--- config.mk ---
export PLATFORM = sky130hd
export DESIGN_NAME = uart_rx_param
export DESIGN_NICKNAME = d
export VERILOG_FILES = /design/src/rtl/uart_rx_param.sv
export SDC_FILE = /design/constraint.sdc
export NUM_CORES = 1
export LEC_CHECK = 0
export ABC_AREA = 0
export CORE_ASPECT_RATIO = 0.8
export CORE_MARGIN = 3
export CORE_UTILIZATION = 46
export CTS_CLUSTER_DIAMETER = 200
export CTS_CLUSTER_SIZE = 30
export DETAILED_ROUTE_END_ITERATION = 6
export PLACE_DENSITY = 0.66
export RECOVER_POWER = 25
export SYNTH_ARGS = -nofsm -noshare
export SYNTH_HDL_FRONTEND = slang
export SYNTH_SLANG_ARGS = --single-unit
--- constraint.sdc ---
create_clock -name Clock -period 4.1 [get_ports Clock]
set_clock_uncertainty 0.05 [all_clocks]
set_input_delay 0.82 -clock Clock [delete_from_list [all_inputs] [get_ports Clock]]
set_output_delay 0.82 -clock Clock [all_outputs]
set_load 0.02 [all_outputs]
--- src/rtl/uart_rx_param.sv ---
// uart_rx_param: parametrised UART receiver with 3-sample majority voting,
// a runtime baud divisor, runtime parity and stop-bit selection, and a
// one-entry output holding register with a valid/ready handshake that also
// reports overrun and break conditions.
module uart_rx_param #(
   parameter int DATA_WIDTH = 8,
   parameter int OVERSAMPLE = 16,
   parameter int DIV_WIDTH  = 16
) (
   input  logic                  Clock,
   input  logic                  Reset,
   input  logic                  DataTx,
   input  logic [DIV_WIDTH-1:0]  BaudDiv,
   input  logic [1:0]            ParityType,
   input  logic                  StopBits,
   output logic [DATA_WIDTH-1:0] Data,
   output logic                  DataValid,
   input  logic                  DataReady,
   output logic [3:0]            ErrorFlag
);

   localparam int CNT_W = $clog2(OVERSAMPLE);
   localparam int IDX_W = $clog2(DATA_WIDTH);
   localparam int MID   = OVERSAMPLE / 2;

   localparam logic [CNT_W-1:0] CNT_LAST = CNT_W'(OVERSAMPLE - 1);
   localparam logic [CNT_W-1:0] CNT_S1   = CNT_W'(MID - 1);
   localparam logic [CNT_W-1:0] CNT_S2   = CNT_W'(MID);
   localparam logic [CNT_W-1:0] CNT_DEC  = CNT_W'(MID + 1);
   localparam logic [IDX_W-1:0] IDX_LAST = IDX_W'(DATA_WIDTH - 1);

   typedef enum logic [2:0] {
      S_IDLE,
      S_START,
      S_DATA,
      S_PARITY,
      S_STOP,
      S_STOP2
   } state_t;

   state_t                state_q, state_d;
   logic                  sync1_q, sync1_d;
   logic                  rx_s_q, rx_s_d;
   logic                  armed_q, armed_d;
   logic [DIV_WIDTH-1:0]  div_cnt_q, div_cnt_d;
   logic [DIV_WIDTH-1:0]  div_lim_q, div_lim_d;
   logic [CNT_W-1:0]      samp_cnt_q, samp_cnt_d;
   logic                  samp1_q, samp1_d;
   logic                  samp2_q, samp2_d;
   logic [IDX_W-1:0]      bit_idx_q, bit_idx_d;
   logic [DATA_WIDTH-1:0] shreg_q, shreg_d;
   logic                  zero_q, zero_d;
   logic                  pe_q, pe_d;
   logic                  fe_q, fe_d;
   logic                  brk_q, brk_d;
   logic [1:0]            par_lat_q, par_lat_d;
   logic                  stop2_lat_q, stop2_lat_d;
   logic [DATA_WIDTH-1:0] data_q, data_d;
   logic                  valid_q, valid_d;
   logic [3:0]            err_q, err_d;

   logic                  commit;
   logic [DIV_WIDTH-1:0]  div_eff;
   logic                  tick;
   logic                  bit_end;
   logic                  decide;
   logic                  maj;
   logic                  has_par;
   logic                  exp_par;

   assign div_eff = (BaudDiv == '0) ? DIV_WIDTH'(1) : BaudDiv;
   assign tick    = (state_q != S_IDLE) && (div_cnt_q == div_lim_q - DIV_WIDTH'(1));
   assign bit_end = tick && (samp_cnt_q == CNT_LAST);
   assign decide  = tick && (samp_cnt_q == CNT_DEC);
   // Third sample is the live line value at the decision tick.
   assign maj     = (samp1_q & samp2_q) | (samp1_q & rx_s_q) | (samp2_q & rx_s_q);
   assign has_par = (par_lat_q == 2'b01) || (par_lat_q == 2'b10);
   assign exp_par = (par_lat_q == 2'b01) ? ~(^shreg_q) : (^shreg_q);

   // Synchroniser, baud tick generator and per-bit sample counter.
   always_comb begin
      // NOTE: every _d gets a default first so no path through this block can infer a latch.
      sync1_d    = DataTx;
      rx_s_d     = sync1_q;
      div_cnt_d  = div_cnt_q;
      div_lim_d  = div_lim_q;
      samp_cnt_d = samp_cnt_q;
      samp1_d    = samp1_q;
      samp2_d    = samp2_q;
      if (state_q == S_IDLE) begin
         div_cnt_d  = '0;
         div_lim_d  = div_eff;
         samp_cnt_d = '0;
      end else if (tick) begin
         // A new divisor is only picked up at a wrap.
         div_cnt_d  = '0;
         div_lim_d  = div_eff;
         samp_cnt_d = (samp_cnt_q == CNT_LAST) ? '0 : samp_cnt_q + CNT_W'(1);
         if (samp_cnt_q == CNT_S1) samp1_d = rx_s_q;
         if (samp_cnt_q == CNT_S2) samp2_d = rx_s_q;
      end else begin
         div_cnt_d = div_cnt_q + DIV_WIDTH'(1);
      end
   end

   // Frame FSM: start detection, bit decisions, parity/stop checks and commit.
   always_comb begin
      state_d     = state_q;
      armed_d     = (state_q == S_IDLE) ? rx_s_q : 1'b0;
      bit_idx_d   = bit_idx_q;
      shreg_d     = shreg_q;
      zero_d      = zero_q;
      pe_d        = pe_q;
      fe_d        = fe_q;
      brk_d       = brk_q;
      par_lat_d   = par_lat_q;
      stop2_lat_d = stop2_lat_q;
      commit      = 1'b0;
      case (state_q)
         S_IDLE: begin
            // Only a falling edge counts: the line must have been seen high in IDLE.
            if (armed_q && !rx_s_q) begin
               state_d     = S_START;
               armed_d     = 1'b0;
               bit_idx_d   = '0;
               zero_d      = 1'b1;
               pe_d        = 1'b0;
               fe_d        = 1'b0;
               brk_d       = 1'b0;
               par_lat_d   = ParityType;
               stop2_lat_d = StopBits;
            end
         end
         S_START: begin
            if (decide && maj)  state_d = S_IDLE;
            else if (bit_end)   state_d = S_DATA;
         end
         S_DATA: begin
            if (decide) begin
               shreg_d = {maj, shreg_q[DATA_WIDTH-1:1]};
               if (maj) zero_d = 1'b0;
            end
            if (bit_end) begin
               if (bit_idx_q == IDX_LAST) state_d = has_par ? S_PARITY : S_STOP;
               else                       bit_idx_d = bit_idx_q + IDX_W'(1);
            end
         end
         S_PARITY: begin
            if (decide) begin
               if (maj != exp_par) pe_d = 1'b1;
               if (maj) zero_d = 1'b0;
            end
            if (bit_end) state_d = S_STOP;
         end
         S_STOP: begin
            if (decide && !maj) begin
               fe_d = 1'b1;
               if (zero_q) brk_d = 1'b1;
            end
            if (!stop2_lat_q) begin
               if (decide) begin
                  commit  = 1'b1;
                  state_d = S_IDLE;
               end
            end else if (bit_end) begin
               state_d = S_STOP2;
            end
         end
         S_STOP2: begin
            if (decide) begin
               if (!maj) fe_d = 1'b1;
               commit  = 1'b1;
               state_d = S_IDLE;
            end
         end
         default: state_d = S_IDLE;
      endcase
   end

   // Holding register: commit, consume and overrun handling.
   always_comb begin
      data_d  = data_q;
      valid_d = valid_q;
      err_d   = err_q;
      if (commit) begin
         if (!valid_q || DataReady) begin
            data_d  = shreg_q;
            valid_d = 1'b1;
            err_d   = {brk_d, 1'b0, fe_d, pe_d};
         end else begin
            err_d[2] = 1'b1;
         end
      end else if (valid_q && DataReady) begin
         valid_d = 1'b0;
         err_d   = '0;
      end
   end

   // State register with synchronous reset.
   always_ff @(posedge Clock) begin
      // NOTE: non-blocking assignments here so every flop samples pre-edge values.
      if (Reset) begin
         state_q     <= S_IDLE;
         // NOTE: synchroniser resets to the idle line level so reset cannot fake a start edge.
         sync1_q     <= 1'b1;
         rx_s_q      <= 1'b1;
         armed_q     <= 1'b0;
         div_cnt_q   <= '0;
         div_lim_q   <= DIV_WIDTH'(1);
         samp_cnt_q  <= '0;
         samp1_q     <= 1'b1;
         samp2_q     <= 1'b1;
         bit_idx_q   <= '0;
         shreg_q     <= '0;
         zero_q      <= 1'b0;
         pe_q        <= 1'b0;
         fe_q        <= 1'b0;
         brk_q       <= 1'b0;
         par_lat_q   <= 2'b00;
         stop2_lat_q <= 1'b0;
         data_q      <= '0;
         valid_q     <= 1'b0;
         err_q       <= '0;
      end else begin
         state_q     <= state_d;
         sync1_q     <= sync1_d;
         rx_s_q      <= rx_s_d;
         armed_q     <= armed_d;
         div_cnt_q   <= div_cnt_d;
         div_lim_q   <= div_lim_d;
         samp_cnt_q  <= samp_cnt_d;
         samp1_q     <= samp1_d;
         samp2_q     <= samp2_d;
         bit_idx_q   <= bit_idx_d;
         shreg_q     <= shreg_d;
         zero_q      <= zero_d;
         pe_q        <= pe_d;
         fe_q        <= fe_d;
         brk_q       <= brk_d;
         par_lat_q   <= par_lat_d;
         stop2_lat_q <= stop2_lat_d;
         data_q      <= data_d;
         valid_q     <= valid_d;
         err_q       <= err_d;
      end
   end

   assign Data      = data_q;
   assign DataValid = valid_q;
   assign ErrorFlag = err_q;

endmodule

==> impl_metrics.json, run 1 <==
{
  "final_antenna_net_count": 0,
  "syn_to_final_growth_pct": 15.1,
  "die_y_um": 89.3,
  "cp.arrival_ns": 3.83,
  "final_nets": 517,
  "critical_path.endpoint": "shreg_q[0]$_SDFFE_PP0P_",
  "synthFlopType": "dfxtp_1",
  "rsz0062_at_grt": "no",
  "slew_headroom_pct": -68.6,
  "grt_use_total_pct": 18.7,
  "num_vias": 3242,
  "hold_path.class": "flip-flop to flip-flop",
  "rr_endpoint": "shreg_q[0]$_SDFFE_PP0P_",
  "finalSetupTns_ns": 0,
  "end_kind": "flip-flop",
  "cellPowerDensity_nw_per_um2": 324,
  "antenna_found_initial": 0,
  "numPortBuffers": 35,
  "path_class": "flip-flop to flip-flop",
  "whs_ns": 0.368,
  "grt_overflow": 0,
  "fin_crit_sh_pct": 91.0,
  "final_cells": 599,
  "cts-root-buf": "clkbuf_8",
  "synth-edff-count": 0,
  "numClockSinks": 75,
  "power_w": 0.00149,
  "synth_area_um2": 3990,
  "post-dp-hpwl_um": 6220,
  "ys_seq_area_share_pct": 37.7,
  "syn-num-nets": 494,
  "drt_wl_total_um": 8680,
  "die_area_um2": 9820,
  "vias_per_cell": 5.41,
  "clk_pin_slew_ns": 0.09,
  "final-setup-viol-count": 0,
  "critPathMaxStageDelay_ns": 0.69,
  "hold_viol": 0,
  "first_pass_iters": 4,
  "reg2reg_depth": 10,
  "core-area_um2": 8160,
  "crit_required_ns": 4.20,
  "max_freq_mhz": 268,
  "cts_hold_buf": 0,
  "synthArstFlopShare_pct": 0,
  "synth_cells": 463,
  "drcViolationCount": 0,
  "yosys_register_bits": 75,
  "final_common_cell": "dfxtp_1",
  "die_w_um": 110,
  "drtIter0Drc": 176,
  "dp.cells": 583,
  "worst_ir_drop_vdd_mv": 0.195,
  "utilization_pct": 56.2,
  "worst_r2r_startpoint": "div_lim_q[0]$_SDFFE_PP1P_",
  "ctsResizeCount": 0,
  "worstMarginPinSlew_ns": 2.53,
  "ys_types": 65,
  "final_cell_mix": "dfxtp_1, nor2_1, mux2i_1",
  "grt_max_degree": 68,
  "cp_cell_sequence": "inv_1, ha_1, or4b_1, nor4_1, xnor2_1, nand4_1, or4b_4, nor3_4, mux2i_1, nor2_1",
  "cts_tree": "done",
  "grt_pass1_vias": 2921,
  "clkLatencyLatePin_ns": 0.35,
  "num_rows": 29,
  "postCtsSetupRepairBufs": 0,
  "cp-start-kind": "flip-flop",
  "synth_warnings": 0,
  "start_util_pct": 48.8,
  "crit_fanout": 13,
  "startpoint": "div_lim_q[0]$_SDFFE_PP1P_",
  "io_pins": 36,
  "insertedDiodeCount": 0,
  "grt_pass1_wl_um": 14400,
  "drive_gt1_share_pct": 6.92,
  "period_minus_slack_ns": 3.73,
  "cts_buffers": 9,
  "outcome": "finished with violations",
  "slowest_stage": "or4b_4",
  "power_leakage_nw": 1.72,
  "wl_per_cell_um": 14.5,
  "gp_congestion": 0.926,
  "drv_slew": 68,
  "r2r_slack_ns": 0.37,
  "cap_violations": 1,
  "syn_avg_cell_area_um2": 8.61,
  "max-clock-path-buffers": 2,
  "cts_max_level": 3,
  "violations": "capacitance limit, slew limit"
}
==> layout make-up <==
type / count / area (um^2)
Sequential cell: 75 / 1500
Clock inverter: 7 / 82.6
Multi-Input combinational cell: 350 / 2340
Timing Repair Buffer: 38 / 360
Clock buffer: 9 / 124
Fill cell: 760 / 3580
Inverter: 12 / 45.0
Tap cell: 108 / 135
==> logic make-up (layout without fill, tap and decap cells) <==
group	count (synthesis)	count (layout)	synth area share, %
buffers and inverters	38	66	3.67
flip-flops	75	75	37.7
adder cells (fa/ha/maj)	9	9	2.76
AO/OA/AOI/OAI	63	63	10.7
multiplexers	34	34	8.57
XOR/XNOR	41	41	9.36
AND/OR/NAND/NOR	203	203	27.3
==> worst min path at each step <==
stage	from	endpoint	slack, ns	cells after the start
2_1_floorplan	rx_s_d$_SDFF_PP1_	rx_s_q$_SDFF_PP1_	0.34	1
3_3_place_gp	rx_s_d$_SDFF_PP1_	rx_s_q$_SDFF_PP1_	0.34	1
5_1_grt	rx_s_d$_SDFF_PP1_	rx_s_q$_SDFF_PP1_	0.40	1
6_report	rx_s_d$_SDFF_PP1_	rx_s_q$_SDFF_PP1_	0.37	1
3_5_place_dp	rx_s_d$_SDFF_PP1_	rx_s_q$_SDFF_PP1_	0.35	1
4_1_cts	rx_s_d$_SDFF_PP1_	rx_s_q$_SDFF_PP1_	0.37	1
==> synthesized netlist by cell type (2+ instances only) <==
cell       count  share of area, %
dfxtp_1       75                38
nor2_1        65               6.1
mux2i_1       33               8.3
nand2_1       28               2.6
clkbuf_1      22               2.1
xnor2_1       22               4.8
nand2b_1      21               3.3
xor2_1        18               4.0
a21oi_1       16               2.0
inv_1         12               1.1
nand3_1       12               1.5
o21ai_0       11               1.4
nor3_1        10               1.3
ha_1           8               2.5
nor2b_1        8               1.3
nor4_1         8               1.3
or3_1          7               1.1
or2_2          6              0.94
nand3b_1       5              0.94
or4_1          5              0.94
and3_1         4              0.63
a211oi_1       3              0.57
buf_2          3              0.38
nand4_1        3              0.47
nand4b_1       3              0.66
o21ai_1        3              0.38
a2111oi_0      2              0.44
a21boi_0       2              0.38
a21o_1         2              0.38
a221oi_1       2              0.44
a31oi_1        2              0.31
and2_0         2              0.31
and4_1         2              0.44
o2111ai_1      2              0.44
o211a_1        2              0.50
o211ai_1       2              0.38
o31a_1         2              0.44
or2_1          2              0.31
or3b_2         2              0.44
==> power by group <==
part           leakage, nW  internal (W)  switching (W)
combinational         1.01     0.0000630      0.0000578
sequential           0.609      0.000741      0.0000187
clock               0.0988      0.000292       0.000313
==> critical path: cells and delay by family, from the launching register on <==
kind,cells,cell delay [ns]
mux,1,0.27
simple gates,6,2.37
buf+inv,1,0.10
xor+xnor,1,0.16
fa+ha+maj,1,0.25
flops,1,0.35
==> state kept, by name, indices dropped and copies added (netlist names), 2 cells and up <==
name,flops
Data,8
ErrorFlag,4
bit_idx_q,3
div_cnt_q,16
div_lim_q,16
par_lat_q,2
samp_cnt_q,4
shreg_q,8
state_q,3
==> metrics by stage <==
| stage | area, um^2 | worst slack, ns |
|---|---|---|
| 3_5_place_dp | 4390 | 0.468 |
| 4_1_cts | 4590 | 0.446 |
| 2_1_floorplan | 3990 | 0.925 |
| 3_3_place_gp | 4390 | 0.646 |
| 6_report | 4590 | 0.368 |
| 5_1_grt | 4590 | 0.148 |
==> layer usage <==
metal / GRT usage (%) / share of wire (%) / up-vias
met5: 0 / 0 / -
met1: 27.9 / 51 / 1480
met4: 5.78 / 0.90 / 0
met3: 4.98 / 6.7 / 9
li1: - / - / 1665
met2: 26.0 / 41 / 88
(Power assumes the default switching activity.)
==> run 2, diff against run 1 <==
--- a/config.mk
+++ b/config.mk
@@ -7,11 +7,13 @@
 export LEC_CHECK = 0
 export ABC_AREA = 0
+export CELL_PAD_IN_SITES_DETAIL_PLACEMENT = 0
+export CELL_PAD_IN_SITES_GLOBAL_PLACEMENT = 2
 export CORE_ASPECT_RATIO = 0.8
 export CORE_MARGIN = 3
-export CORE_UTILIZATION = 46
+export CORE_UTILIZATION = 35
 export CTS_CLUSTER_DIAMETER = 200
-export CTS_CLUSTER_SIZE = 30
+export CTS_CLUSTER_SIZE = 8
 export DETAILED_ROUTE_END_ITERATION = 6
-export PLACE_DENSITY = 0.66
+export PLACE_DENSITY_LB_ADDON = 0.1
 export RECOVER_POWER = 25
 export SYNTH_ARGS = -nofsm -noshare
--- a/constraint.sdc
+++ b/constraint.sdc
@@ -3,3 +3,3 @@
 set_input_delay 0.82 -clock Clock [delete_from_list [all_inputs] [get_ports Clock]]
 set_output_delay 0.82 -clock Clock [all_outputs]
-set_load 0.02 [all_outputs]
+set_load 0.1 [all_outputs]
==> run 2 against run 1 <==
Compared with the run above: setup slack better by 0.060 ns; first-iteration DRC count up 4.5%; cell count grew 5.8%; critical endpoint is now shreg_q[1]$_SDFFE_PP0P_; via count is 0.28% lower; worst hold slack got worse by 0.0076 ns; flip-flop and latch count is the same; die area increased by 29%; the run now ends clean; count of clock-buffer cells in the layout grew 3; core utilization down 13 points; global-route usage down 3.2 points; register-to-register slack better by 0.06 ns; non-clock buffer count did not move.
==> impl_metrics.json, run 2 (synthesized netlist as in run 1, its figures left out) <==
{
  "slew_headroom_pct": 6.38,
  "numClockSinks": 75,
  "die_y_um": 101,
  "fin_area_um2": 4690,
  "period_minus_slack_ns": 3.67,
  "grt_overflow": 0,
  "max_freq_mhz": 272,
  "die_area_um2": 12700,
  "cellPowerDensity_nw_per_um2": 341,
  "cap_violations": 0,
  "power_w": 0.00160,
  "clk_pin_slew_ns": 0.06,
  "antenna_found_initial": 0,
  "cp-start-kind": "flip-flop",
  "hold_viol": 0,
  "num_rows": 34,
  "power_leakage_nw": 1.75,
  "grt_pass1_vias": 2998,
  "grt_max_degree": 41,
  "final_nets": 517,
  "core-area_um2": 11000,
  "final_antenna_net_count": 0,
  "end_kind": "flip-flop",
  "insertedDiodeCount": 0,
  "reg_top3": "div_cnt_q: 16 flops, div_lim_q: 16 flops",
  "path_class": "flip-flop to flip-flop",
  "drive_gt1_share_pct": 6.33,
  "vias_per_cell": 5.10,
  "cts-root-buf": "clkbuf_16",
  "outcome": "finished clean",
  "wl_per_cell_um": 14.9,
  "hp-start": "rx_s_d$_SDFF_PP1_",
  "crit_required_ns": 4.21,
  "grt_use_total_pct": 15.5,
  "grt_pass1_wl_um": 15800,
  "hold_path.class": "flip-flop to flip-flop",
  "drv_slew": 0,
  "gp_congestion": 0.771,
  "startpoint": "div_lim_q[0]$_SDFFE_PP1P_",
  "dp.cells": 619,
  "worst_ir_drop_vdd_mv": 0.190,
  "p_int_w": 0.00123,
  "drt_wl_total_um": 9430,
  "die_w_um": 125,
  "postCtsSetupRepairBufs": 0,
  "finalSetupTns_ns": 0,
  "cts_buffers": 9,
  "final-setup-viol-count": 0,
  "final_cell_mix": "dfxtp_1, nor2_1, mux2i_1",
  "syn_to_final_growth_pct": 17.6,
  "worstMarginPinSlew_ns": 1.40,
  "io_pins": 36,
  "rsz0062_at_grt": "no",
  "final_cells": 634,
  "p_switching_w": 0.000372,
  "cts_hold_buf": 0,
  "post-dp-hpwl_um": 6820,
  "comb_power_share_pct": 7.7,
  "cts_max_level": 3,
  "drtIter0Drc": 184,
  "placed_cell_area_um2": 4430,
  "p_clk_share_pct": 44.7,
  "crit_fanout": 13,
  "numPortBuffers": 35,
  "max-clock-path-buffers": 2,
  "final_common_cell": "dfxtp_1",
  "worst_r2r_startpoint": "div_lim_q[0]$_SDFFE_PP1P_",
  "switching_share_pct": 23.3,
  "num_vias": 3233,
  "start_util_pct": 36.3,
  "clkLatencyLatePin_ns": 0.33,
  "cts_tree": "done",
  "drcViolationCount": 0,
  "cp.arrival_ns": 3.78,
  "fin_crit_sh_pct": 89.6,
  "p_seq_share_pct": 47.6,
  "ctsResizeCount": 0,
  "first_pass_iters": 4
}
-- run 2: cell types whose count changed in the layout (fill, tap and decap cells not counted), sizes merged --
cell,delta
clkbuf,+4
inv,-4
clkinv,+3
clkinvlp,-2
buf,-1
bufinv,-1
-- run 2: stage by stage --
stage | worst slack [ns] | hold WS (ns) | util [%]
floorplan | 0.925 | 0.339 | -
detailed placement | 0.470 | 0.359 | 40.4
finish | 0.428 | 0.361 | 42.7
global route | 0.171 | 0.393 | 42.7
global placement | 0.604 | 0.354 | 40.4
CTS | 0.436 | 0.368 | 42.8
-- run 2: worst paths after layout --
path | end | slack, ns | cells past startpoint
hold / removal | rx_s_q$_SDFF_PP1_ | 0.36 | 1
setup reg to reg | shreg_q[1]$_SDFFE_PP0P_ | 0.43 | 10
setup / recovery | shreg_q[1]$_SDFFE_PP0P_ | 0.43 | 10
hold reg to reg | rx_s_q$_SDFF_PP1_ | 0.36 | 1
-- run 2: power groups by stage --
stage	logic [W]	clock network [W]	registers, W
final	0.000122	0.000714	0.000760
after global routing	0.000136	0.000769	0.000762
after CTS	0.000124	0.000744	0.000760
after detailed placement	0.000123	0	0.000776
after global placement	0.000122	0	0.000776
after floorplan	0.0000845	0	0.000768
-- run 2: routing by layer --
layer  part of all wire [%]  GRT usage [%]  vias up
met3                    3.9           4.06        7
met2                     39           20.9       52
met4                   0.98           4.75        0
met5                      0              0        -
met1                     56           23.9     1515
li1                       -              -     1659
-- run 2: area by class of cell --
class,instances,area (um^2)
fillers,1112,6290
multi-input cells,350,2340
flip-flops and latches,75,1500
repair buffers,38,360
clock buffers,12,246
well taps,144,180
inverters,12,45.0
clock inverters,3,15.0
-- run 2: critical path, stage by stage (launching register included) --
cell and delay (ns):
dfxtp_1 0.33, inv_1 0.09, ha_1 0.24, or4b_1 0.55, nor4_1 0.35, xnor2_1 0.17
nand4_1 0.21, or4b_4 0.67, nor3_4 0.49, mux2i_1 0.27, nor2_1 0.06
==> run 3, diff against run 2 <==
Settings changed: CORE_UTILIZATION 35 to 39, CTS_CLUSTER_DIAMETER 200 to default, DONT_BUFFER_PORTS from default to 1.
==> run 3 against run 2 <==
Compared with the run above: worst hold slack improved by 0.0068 ns; first-iteration DRC count increased by 4.3%; combinational power shrank 29%; register-to-register slack worse by 0.02 ns; wire length down 3.8%; count of clock-buffer cells in the layout down 2.
==> impl_metrics.json, run 3 (synthesized netlist as in run 1, its figures left out) <==
{
  "outcome": "finished clean",
  "num_rows": 32,
  "num_vias": 3078,
  "end_kind": "flip-flop",
  "drv_slew": 0,
  "die_w_um": 119,
  "worst_ir_drop_vdd_mv": 0.188,
  "final_nets": 481,
  "hold_path.class": "flip-flop to flip-flop",
  "die_area_um2": 11500,
  "rsz0062_at_grt": "no",
  "cts_hold_buf": 0,
  "cts_max_level": 3,
  "first_pass_iters": 4,
  "drtIter0Drc": 192,
  "grt_pass1_wl_um": 14700,
  "utilization_pct": 44.7,
  "finalSetupTns_ns": 0,
  "worstMarginPinSlew_ns": 1.49,
  "grt_use_total_pct": 16.4,
  "max_freq_mhz": 271,
  "insertedDiodeCount": 0,
  "gp_congestion": 0.811,
  "postCtsSetupRepairBufs": 0,
  "crit_fanout": 16,
  "wl_per_cell_um": 15.4,
  "core-area_um2": 9810,
  "clkLatencyLatePin_ns": 0.34,
  "clk_pin_slew_ns": 0.06,
  "power_leakage_nw": 1.60,
  "cp.arrival_ns": 3.87,
  "final-setup-viol-count": 0,
  "ctsResizeCount": 0,
  "drt_wl_total_um": 9070,
  "drive_gt1_share_pct": 6.39,
  "fin_crit_sh_pct": 90.1,
  "start_util_pct": 40.6,
  "vias_per_cell": 5.22,
  "io_pins": 36,
  "final_cell_mix": "dfxtp_1, nor2_1, mux2i_1",
  "cellPowerDensity_nw_per_um2": 396,
  "max-clock-path-buffers": 2,
  "drcViolationCount": 0,
  "cts-root-buf": "clkbuf_16",
  "final.fill_count": 967,
  "grt_pass1_vias": 2862,
  "hold_viol": 0,
  "grt_max_degree": 69,
  "fin_area_um2": 4390,
  "numClockSinks": 75,
  "post-dp-hpwl_um": 6520,
  "cts_buffers": 9,
  "placed_cell_area_um2": 4070,
  "power_w": 0.00174,
  "syn_to_final_growth_pct": 10.1,
  "numPortBuffers": 0,
  "path_class": "flip-flop to flip-flop",
  "final_antenna_net_count": 0,
  "cp-start-kind": "flip-flop",
  "slew_headroom_pct": 0.545,
  "grt_overflow": 0,
  "period_minus_slack_ns": 3.69,
  "final_common_cell": "dfxtp_1",
  "crit_required_ns": 4.28,
  "cap_violations": 0,
  "reg_top3": "div_cnt_q: 16 flops, div_lim_q: 16 flops",
  "die_y_um": 96.4,
  "antenna_found_initial": 0,
  "cts_tree": "done"
}
-- run 3: cell count changes in the layout (fill, tap and decap cells not counted), sizes merged --
cell	before	now
clkinvlp	0	1
dlygate4sd3	13	0
buf	1	0
clkinv	3	1
clkbuf	15	12
bufinv	0	3
clkdlybuf4s50	21	0
-- run 3: path summary, 6_finish.rpt --
check / from / to / slack [ns] / cells past startpoint
worst min-delay path: rx_s_d$_SDFF_PP1_ / rx_s_q$_SDFF_PP1_ / 0.37 / 1
worst max register to register: div_lim_q[0]$_SDFFE_PP1P_ / div_lim_q[0]$_SDFFE_PP1P_ / 0.41 / 9
worst min register to register: rx_s_d$_SDFF_PP1_ / rx_s_q$_SDFF_PP1_ / 0.37 / 1
worst max-delay path: div_lim_q[0]$_SDFFE_PP1P_ / div_lim_q[0]$_SDFFE_PP1P_ / 0.41 / 9
-- run 3: worst max-delay path, stage by stage, from the launching register on --
cell	delay, ns
dfxtp_1	0.33
or4_1	0.68
or4_1	0.54
and4_1	0.18
a22oi_1	0.22
nand2_1	0.10
o21ai_0	0.14
clkbuf_1	0.93
mux2i_1	0.16
or2_1	0.24
-- run 3: per-stage QoR --
stage / setup WS, ns / hold WS [ns] / std cells
2_1_floorplan: 0.925 / 0.339 / 463
3_3_place_gp: 0.640 / 0.344 / 575
3_5_place_dp: 0.524 / 0.362 / 575
4_1_cts: 0.488 / 0.372 / 590
5_1_grt: 0.142 / 0.397 / 590
6_report: 0.405 / 0.368 / 590
-- run 3: power breakdown --
group	total [W]	switching, W	internal [W]	leakage [nW]
Clock	0.000889	0.000300	0.000590	0.159
Sequential	0.000762	0.0000190	0.000742	0.609
Combinational	0.0000871	0.0000430	0.0000441	0.828
Total	0.00174	0.000362	0.00138	1.60
-- run 3: area by class of cell --
type	count	area, um^2	share of cell area [%]
Multi-Input combinational cell	350	2330	53.2
Sequential cell	75	1500	34.2
Clock buffer	10	229	5.22
Tap cell	136	170	3.88
Clock inverter	5	103	2.34
Inverter	12	45.0	1.03
Timing Repair Buffer	2	7.51	0.171
-- run 3: routing by layer --
layer	GRT usage (%)	vias to the layer above	part of all wire [%]	wire, um
li1	-	1578	-	-
met1	24.6	1433	55	4970
met2	21.3	58	38	3420
met3	5.94	9	6.2	559
met4	5.21	0	1.3	118
met5	0	-	0	0
